<file path="config.mk">
export PLATFORM = sky130hd
export DESIGN_NAME = unidade_load_store_flat
export DESIGN_NICKNAME = d
export VERILOG_FILES = /design/src/rtl/unidade_load_store_if.sv /design/src/rtl/unidade_load_store.sv /design/src/flat_wrapper.sv
export SDC_FILE = /design/constraint.sdc
export NUM_CORES = 1
export LEC_CHECK = 0
export ABC_AREA = 1
export CAP_MARGIN = 25
export CORE_MARGIN = 5
export CORE_UTILIZATION = 52
export DETAILED_ROUTE_END_ITERATION = 12
export GPL_ROUTABILITY_DRIVEN = 0
export PLACE_DENSITY = 0.87
export SYNTH_ARGS = -nofsm -noshare
export SYNTH_HDL_FRONTEND = slang
export SYNTH_SLANG_ARGS = --single-unit
</file>
<file path="constraint.sdc">
create_clock -name clock -period 4.4 [get_ports clock]
set_input_delay 0.44 -clock clock [delete_from_list [all_inputs] [get_ports clock]]
set_output_delay 0.44 -clock clock [all_outputs]
set_load 0.05 [all_outputs]
</file>
<file path="src/rtl/unidade_load_store_if.sv">
// Request/response handshake and data-memory bus of the load/store unit.
// slave = the unit itself; master = pipeline MEM stage plus the data memory.
interface unidade_load_store_if;
    logic        req_valid;
    logic        req_ready;
    logic        req_store;
    logic [1:0]  req_size;
    logic        req_signed;
    logic [31:0] req_endereco;
    logic [31:0] req_dado;
    logic        resp_valid;
    logic        resp_ready;
    logic [31:0] resp_dado;
    logic        resp_erro;
    logic [31:0] mem_endereco;
    logic        mem_memWrite;
    logic [31:0] mem_dado_Escrito;
    logic [31:0] mem_dado_Lido;

    modport slave (
        input  req_valid, req_store, req_size, req_signed, req_endereco, req_dado,
        input  resp_ready, mem_dado_Lido,
        output req_ready, resp_valid, resp_dado, resp_erro,
        output mem_endereco, mem_memWrite, mem_dado_Escrito
    );

    modport master (
        output req_valid, req_store, req_size, req_signed, req_endereco, req_dado,
        output resp_ready, mem_dado_Lido,
        input  req_ready, resp_valid, resp_dado, resp_erro,
        input  mem_endereco, mem_memWrite, mem_dado_Escrito
    );
endinterface

</file>
<file path="src/rtl/unidade_load_store.sv">
// Load/store unit: byte/half/word loads with extension, sub-word stores via
// read-modify-write, alignment/range checking. One request in flight.
module unidade_load_store #(
    parameter int MEM_SIZE = 150
) (
    input logic              clock,
    input logic              reset_n,
    unidade_load_store_if.slave bus
);
    localparam logic [2:0] ST_IDLE  = 3'd0;
    localparam logic [2:0] ST_LOAD  = 3'd1;
    localparam logic [2:0] ST_MERGE = 3'd2;
    localparam logic [2:0] ST_WRITE = 3'd3;
    localparam logic [2:0] ST_RESP  = 3'd4;

    localparam logic [1:0] SZ_BYTE = 2'b00;
    localparam logic [1:0] SZ_HALF = 2'b01;
    localparam logic [1:0] SZ_WORD = 2'b10;
    localparam logic [1:0] SZ_RSVD = 2'b11;

    logic [2:0]  state_q, state_d;
    logic [1:0]  size_q, size_d;
    logic        signed_q, signed_d;
    logic [1:0]  off_q, off_d;
    logic [15:0] dado_q, dado_d;          // only the low half is ever merged
    logic [31:0] endereco_q, endereco_d;  // word index driven to memory
    logic [31:0] merge_q, merge_d;        // word written during WRITE
    logic [31:0] resp_dado_q, resp_dado_d;
    logic        resp_erro_q, resp_erro_d;

    logic [7:0]  lane_b;
    logic [15:0] lane_h;
    logic [31:0] ext;
    logic [31:0] merged;
    logic [31:0] word_idx;
    logic        req_err;

    // Classify the incoming request: misaligned, reserved size or out of range.
    always_comb begin
        word_idx = {2'b00, bus.req_endereco[31:2]};
        req_err  = (bus.req_size == SZ_RSVD)
                || (bus.req_size == SZ_HALF && bus.req_endereco[0])
                || (bus.req_size == SZ_WORD && bus.req_endereco[1:0] != 2'b00)
                || (word_idx >= 32'(MEM_SIZE));
    end

    // Lane extraction with sign/zero extension, and lane replacement for stores.
    always_comb begin
        case (off_q)
            2'd0:    lane_b = bus.mem_dado_Lido[7:0];
            2'd1:    lane_b = bus.mem_dado_Lido[15:8];
            2'd2:    lane_b = bus.mem_dado_Lido[23:16];
            default: lane_b = bus.mem_dado_Lido[31:24];
        endcase
        lane_h = off_q[1] ? bus.mem_dado_Lido[31:16] : bus.mem_dado_Lido[15:0];

        case (size_q)
            SZ_BYTE: ext = {{24{signed_q & lane_b[7]}}, lane_b};
            SZ_HALF: ext = {{16{signed_q & lane_h[15]}}, lane_h};
            SZ_WORD: ext = bus.mem_dado_Lido;
            default: ext = 32'd0;
        endcase

        merged = bus.mem_dado_Lido;
        if (size_q == SZ_BYTE) begin
            case (off_q)
                2'd0:    merged[7:0]   = dado_q[7:0];
                2'd1:    merged[15:8]  = dado_q[7:0];
                2'd2:    merged[23:16] = dado_q[7:0];
                default: merged[31:24] = dado_q[7:0];
            endcase
        end else if (off_q[1]) begin
            merged[31:16] = dado_q;
        end else begin
            merged[15:0] = dado_q;
        end
    end

    // Next-state and datapath register updates.
    always_comb begin
        state_d     = state_q;
        size_d      = size_q;
        signed_d    = signed_q;
        off_d       = off_q;
        dado_d      = dado_q;
        endereco_d  = endereco_q;
        merge_d     = merge_q;
        resp_dado_d = resp_dado_q;
        resp_erro_d = resp_erro_q;
        case (state_q)
            ST_IDLE: begin
                if (bus.req_valid) begin
                    size_d      = bus.req_size;
                    signed_d    = bus.req_signed;
                    off_d       = bus.req_endereco[1:0];
                    dado_d      = bus.req_dado[15:0];
                    resp_dado_d = 32'd0;
                    resp_erro_d = 1'b0;
                    if (req_err) begin
                        // Memory address is left untouched so nothing out of range is driven.
                        resp_erro_d = 1'b1;
                        state_d     = ST_RESP;
                    end else begin
                        endereco_d = word_idx;
                        if (!bus.req_store) begin
                            state_d = ST_LOAD;
                        end else if (bus.req_size == SZ_WORD) begin
                            merge_d = bus.req_dado;
                            state_d = ST_WRITE;
                        end else begin
                            state_d = ST_MERGE;
                        end
                    end
                end
            end
            ST_LOAD: begin
                resp_dado_d = ext;
                state_d     = ST_RESP;
            end
            ST_MERGE: begin
                merge_d = merged;
                state_d = ST_WRITE;
            end
            ST_WRITE: state_d = ST_RESP;
            ST_RESP:  if (bus.resp_ready) state_d = ST_IDLE;
            default:  state_d = ST_IDLE;
        endcase
    end

    // State registers; async reset drops any pending request without a write.
    always_ff @(posedge clock or negedge reset_n) begin
        if (!reset_n) begin
            state_q     <= ST_IDLE;
            size_q      <= SZ_BYTE;
            signed_q    <= 1'b0;
            off_q       <= 2'd0;
            dado_q      <= 16'd0;
            endereco_q  <= 32'd0;
            merge_q     <= 32'd0;
            resp_dado_q <= 32'd0;
            resp_erro_q <= 1'b0;
        end else begin
            state_q     <= state_d;
            size_q      <= size_d;
            signed_q    <= signed_d;
            off_q       <= off_d;
            dado_q      <= dado_d;
            endereco_q  <= endereco_d;
            merge_q     <= merge_d;
            resp_dado_q <= resp_dado_d;
            resp_erro_q <= resp_erro_d;
        end
    end

    assign bus.req_ready        = (state_q == ST_IDLE);
    assign bus.resp_valid       = (state_q == ST_RESP);
    assign bus.resp_dado        = resp_dado_q;
    assign bus.resp_erro        = resp_erro_q;
    assign bus.mem_endereco     = endereco_q;
    assign bus.mem_memWrite     = (state_q == ST_WRITE);
    assign bus.mem_dado_Escrito = merge_q;
endmodule

</file>
<file path="src/flat_wrapper.sv">
// flat-port wrapper written by rule: the top's interface ports become plain ports
module unidade_load_store_flat 
#(
    parameter int MEM_SIZE = 150
)
  (clock, reset_n, bus_req_valid, bus_req_store, bus_req_size, bus_req_signed, bus_req_endereco, bus_req_dado, bus_resp_ready, bus_mem_dado_Lido, bus_req_ready, bus_resp_valid, bus_resp_dado, bus_resp_erro, bus_mem_endereco, bus_mem_memWrite, bus_mem_dado_Escrito);
  unidade_load_store_if bus_i ();
  input logic clock;
  input logic reset_n;
  input wire logic [$bits(bus_i.req_valid)-1:0] bus_req_valid;
  input wire logic [$bits(bus_i.req_store)-1:0] bus_req_store;
  input wire logic [$bits(bus_i.req_size)-1:0] bus_req_size;
  input wire logic [$bits(bus_i.req_signed)-1:0] bus_req_signed;
  input wire logic [$bits(bus_i.req_endereco)-1:0] bus_req_endereco;
  input wire logic [$bits(bus_i.req_dado)-1:0] bus_req_dado;
  input wire logic [$bits(bus_i.resp_ready)-1:0] bus_resp_ready;
  input wire logic [$bits(bus_i.mem_dado_Lido)-1:0] bus_mem_dado_Lido;
  output wire logic [$bits(bus_i.req_ready)-1:0] bus_req_ready;
  output wire logic [$bits(bus_i.resp_valid)-1:0] bus_resp_valid;
  output wire logic [$bits(bus_i.resp_dado)-1:0] bus_resp_dado;
  output wire logic [$bits(bus_i.resp_erro)-1:0] bus_resp_erro;
  output wire logic [$bits(bus_i.mem_endereco)-1:0] bus_mem_endereco;
  output wire logic [$bits(bus_i.mem_memWrite)-1:0] bus_mem_memWrite;
  output wire logic [$bits(bus_i.mem_dado_Escrito)-1:0] bus_mem_dado_Escrito;
  assign bus_i.req_valid = bus_req_valid;
  assign bus_i.req_store = bus_req_store;
  assign bus_i.req_size = bus_req_size;
  assign bus_i.req_signed = bus_req_signed;
  assign bus_i.req_endereco = bus_req_endereco;
  assign bus_i.req_dado = bus_req_dado;
  assign bus_i.resp_ready = bus_resp_ready;
  assign bus_i.mem_dado_Lido = bus_mem_dado_Lido;
  assign bus_req_ready = bus_i.req_ready;
  assign bus_resp_valid = bus_i.resp_valid;
  assign bus_resp_dado = bus_i.resp_dado;
  assign bus_resp_erro = bus_i.resp_erro;
  assign bus_mem_endereco = bus_i.mem_endereco;
  assign bus_mem_memWrite = bus_i.mem_memWrite;
  assign bus_mem_dado_Escrito = bus_i.mem_dado_Escrito;
  unidade_load_store #(.MEM_SIZE(MEM_SIZE)) u_core (.clock(clock), .reset_n(reset_n), .bus(bus_i));
endmodule
</file>
-- Word-level counts from Yosys, hierarchy flattened
Cells that the tools add are included.
- bitwise logic cells: 3
- equal/unequal tests: 16
- magnitude comparators: 1
- mux-type cells: 24
- reduce and logical (&&, ||, !) cells: 18
- operators by type and width (cell ; count):
    $mux W32 ; 6
    $pmux W32 S2 ; 2
    $pmux W32 S3 ; 1
    $mux W16 ; 3
    $mux W8 ; 4
    $ge A30 B8 Y1 const B ; 1
    $pmux W8 S3 ; 1
    $mux W3 ; 4
    $pmux W3 S4 ; 1
    $eq A2 B2 Y1 const B ; 4
    $ne A2 B2 Y1 const B ; 4
    $eq A2 B1 Y1 const B ; 3
    $eq A3 B2 Y1 const B ; 2
    $reduce_and A2 Y1 ; 3
    $reduce_bool A2 Y1 ; 3
    $reduce_and A5 Y1 ; 1
    $logic_not A2 Y1 ; 2
    $eq A3 B1 Y1 const B ; 1
    $eq A3 B3 Y1 const B ; 1
    $logic_not A3 Y1 ; 1
    $logic_or A1 B1 Y1 ; 3
    $reduce_and A3 Y1 ; 1
    $reduce_or A3 Y1 ; 1
    $and A1 B1 Y1 ; 2
    other kinds (5) ; 7
- bits of input ports: 104
- bits in registers: 119
- word-level logic and storage cells: 71

-- Longest topological paths before layout
- depth after elaboration: 8
- mapped depth: 11

-- Worst setup path after synthesis
No wires, ideal clock.
- path kind: register to register
- start: register u_core.state_q[0]
- end: register u_core.state_q[0]
- setup time: 133 ps
- path slack: 2345 ps
- data arrival time: 1922 ps
- path buffers: 0
- required time: 4267 ps
- cell stages (with the launch flop): 5
- path through: dfrtp_1 > nor3_1 > nand2_1 > nand3_1 > a21oi_1
- cells in the longest elaborated chain, start to end: 3
- elaborated cells between the ends (all ways): 10
- classes of those cells: 6 x eq/ne; 1 x mux; 3 x reduce/logical
- RTL lines (what ; RTL line ; RTL):
    start, declared ; unidade_load_store.sv:21 ; logic [2:0] state_q, state_d;
    start signal, assigned ; unidade_load_store.sv:143 ; state_q <= state_d;
    $eq A3 B3 Y1 * ; - ;
    named net bus_resp_valid ; flat_wrapper.sv:19 ; output wire logic [$bits(bus_i.resp_valid)-1:0] bus_resp_valid;
    $ne A2 B2 Y1 (no line) ; - ;
    $reduce_and A2 Y1 (no line) ; - ;
Mark *: on every way through the listed nets, which the timed path passes. The rest lies on a longest branch.
A chain may end at the register's enable or synchronous reset.

-- Worst setup path after layout
- start: register u_core.state_q[0]
- end: register u_core.merge_q[26] (netlist: u_core.bus.mem_dado_Escrito[26])
- cells in the longest elaborated chain, start to end: 3
- elaborated cells between the ends (all ways): 9
- classes of those cells: 5 x eq/ne; 1 x mux; 3 x reduce/logical
- RTL lines (what ; RTL line ; RTL):
    $logic_not A3 Y1 / $eq A3 B2 Y1 (equally long branches) ; unidade_load_store.sv:90 ; case (state_q)
    $ne A2 B2 Y1 (no line) (tied with other cells) ; - ;
    $reduce_and A5 Y1 (no line) ; - ;
    end signal, assigned ; unidade_load_store.sv:149 ; merge_q <= merge_d;
    end, declared ; unidade_load_store.sv:27 ; logic [31:0] merge_q, merge_d;
Several ways; a longest one is shown, not always the timed one.

==> reports/results.ini <==
[detailed_routing]
drc = 0
first_pass_iters = 6
ant_nets = 0
wirelength_mm = 21.8
drt-wirelength-per-cell_microns = 16.3
vias_per_cell = 5.40
detail_route.iter0.violations = 772
dr_total_vias = 7237

[global_routing]
grt_pass1_vias = 7028
antenna_found_initial = 0
grt_start_max_net_pins = 70
grt_use_total_pct = 29.5
grt_use_met3_pct = 10.5
grt_util_met1_pct = 35.8
use_met2_pct = 47.0
grt_pass1_wl_mm = 35.1
grt-ovfl-total = 0
top_usage_layer = met2

[clocking]
tritoncts = built
cts_root_buf = clkbuf_16
clkTransAtPathRegs_ns = 0.06
post-cts-setup-buffers = 0
numCtsBuffers = 17
cts_resized = 0
cts_sinks = 119
cts_buffer_depth = 2
worstSkewPairLatency_ns = 0.42
postCtsHoldBufs = 0
htreeDepth = 4

[synth]
ys_types = 30
dominantRegCellSynth = dfrtp_1
synth_common_cells = nand2_1, nand3_1, dfrtp_1, inv_1, o21ai_0
ys_top_cells_by_area = dfrtp_1, nand2_1, nand3_1
synthCells = 983
ys_seq_area_share_pct = 44.1
async_flop_share_pct = 100
ys.warnings.count = 0
ys_ff_latch = 119
yosysMostFrequentCell = nand2_1
synth_top_cell_by_area = dfrtp_1
synthDominantCellAreaShare_pct = 44.1
syn-cell-area_sq_um = 6750
avgSynthCellArea_sq_um = 6.86
synth-edff-count = 0

[die]
dieArea_sq_um = 15400
die_y_microns = 124
coreArea_sq_um = 12700
ios = 204
start_util_pct = 53.2
die_w_microns = 124
core.rowCount = 41

[timing]
rsz0062_at_grt = false
setup_violations = 0
min_period_over_period_pct = 65.4
maxSlewViolCount = 0
hold_viol = 0
worst_slew_pin_slew_ns = 0.891
fin_ws_ns = 1.52
skew_ns = 0.00730
min_period_ns = 2.88
fin_tns_setup_ns = 0
fmax_mhz = 348
max_slew_margin_pct = 40.5

[critical_path]
crit_path_start_kind = flop
arrival_ns = 3.18
cp-end-kind = flop
path_class = flop to flop
rr_worst_depth = 7
cp.required_ns = 4.70
cp_max_fo = 49

[pwr]
p_leak_uw = 0.00477
ir_worst_vdd_mv = 0.464
power_density_nw_per_um2 = 596

[job]
drv_cap = 0

[worst_hold_path]
min_path_type = input pin to asynchronous set/reset pin

[layout]
area_growth_pct = 38.8
multi_input_area_sq_um = 3180
fin_nets = 1259
seq_area_sq_um = 2980
fill_cells = 994
antenna_cells = 0
drive_above_1_share_pct = 4.88

[placement]
hpwlAfterDp_mm = 15.8
port_buffers = 201
dp_slack_ns = 1.51

[status]
outcome = finished, final reports clean

==> worst max-delay path, stage by stage (launching register included) <==
cell     delay (ns)
dfrtp_1        0.43
nor3_4         0.17
buf_4          0.45
inv_2          0.29
a21oi_4        0.78
nand2_4        0.37
nand2_1        0.16
nand2_1        0.07
==> area by class of cell <==
cell class | count | area share, %
clock buffer | 19 | 4.62
timing repair buffer | 209 | 22.3
inverter | 78 | 3.13
multi-input combinational | 730 | 34.0
clock inverter | 13 | 1.91
tap | 172 | 2.30
sequential | 119 | 31.8
==> path summary, 6_finish.rpt <==
path | start | endpoint | slack, ns
max | u_core.state_q[0] | u_core.bus.mem_dado_Escrito[26] | 1.52
min | reset_n | u_core.bus.resp_dado[24] | 0.11
max reg2reg | u_core.state_q[0] | u_core.bus.mem_dado_Escrito[26] | 1.52
min reg2reg | u_core.bus.mem_endereco[27] | u_core.bus.mem_endereco[27] | 0.47
max in group asynchronous | reset_n | u_core.bus.mem_endereco[23] | 3.13
min in group clock | u_core.bus.mem_endereco[27] | u_core.bus.mem_endereco[27] | 0.47
==> through the flow <==
| step | hold WS [ns] | total power, uW | instances | instance area [sq um] | util [%] |
|---|---|---|---|---|---|
| finish | 0.111 | 5580 | 1340 | 9360 | 73.9 |
| global route | 0.190 | 5910 | 1340 | 9360 | 73.9 |
| CTS | 0.152 | 5550 | 1339 | 9350 | 73.8 |
| detailed placement | 0.451 | 4080 | 1307 | 8730 | 68.9 |
| global placement | 0.449 | 4010 | 1306 | 8720 | 68.8 |
| floorplan | 0.144 | 3340 | 984 | 6750 | - |
==> flip-flops by register name (all words and copies together), names as in the netlist, 2 cells and up <==
register	flops
u_core.bus.mem_dado_Escrito	32
u_core.bus.resp_dado	32
u_core.bus.mem_endereco	30
u_core.dado_q	16
u_core.state_q	3
u_core.off_q	2
u_core.size_q	2
==> cells in the final DEF, fill, tap and decap left out <==
master           instances
nand2_1                436
clkdlybuf4s50_1        200
nand3_1                137
dfrtp_1                119
inv_1                   70
o21ai_0                 69
nor2_1                  29
a21oi_1                 24
clkbuf_16               17
buf_4                    7
inv_2                    6
a22oi_1                  6
o211ai_1                 6
a32oi_1                  4
clkinvlp_4               4
bufinv_16                4
clkinv_2                 4
nor2_2                   3
nand3_2                  2
nand2_2                  2
clkinv_1                 2
conb_1                   2
clkbuf_1                 2
buf_8                    2
nor3_1                   1
o21bai_1                 1
o21ai_1                  1
nor2_4                   1
nand4_2                  1
nor3_4                   1
a21oi_4                  1
nand2_4                  1
nand4_1                  1
o21a_1                   1
inv_6                    1
==> logic make-up (layout without fill, tap and decap cells) <==
group / after synthesis / after routing / synth area share (%)
buf+inv: 135 / 319 / 8.83
compound gates: 113 / 113 / 9.29
other cells: 1 / 2 / 0.0556
simple gates: 615 / 615 / 37.7
flops: 119 / 119 / 44.1
==> layer usage <==
layer / part of all wire (%) / routed length [microns] / vias to the layer above
li1: - / - / 3463
met1: 38 / 8260 / 3330
met2: 46 / 10100 / 371
met3: 12 / 2520 / 73
met4: 4.1 / 891 / 0
met5: 0 / 0 / -
==> where the power goes <==
part | total [uW] | switching, uW | internal (uW)
Combinational | 2550 | 1730 | 817
Sequential | 1580 | 247 | 1330
Clock | 1450 | 507 | 943
Total | 5580 | 2490 | 3090
Power figures use the tool's default switching activity.
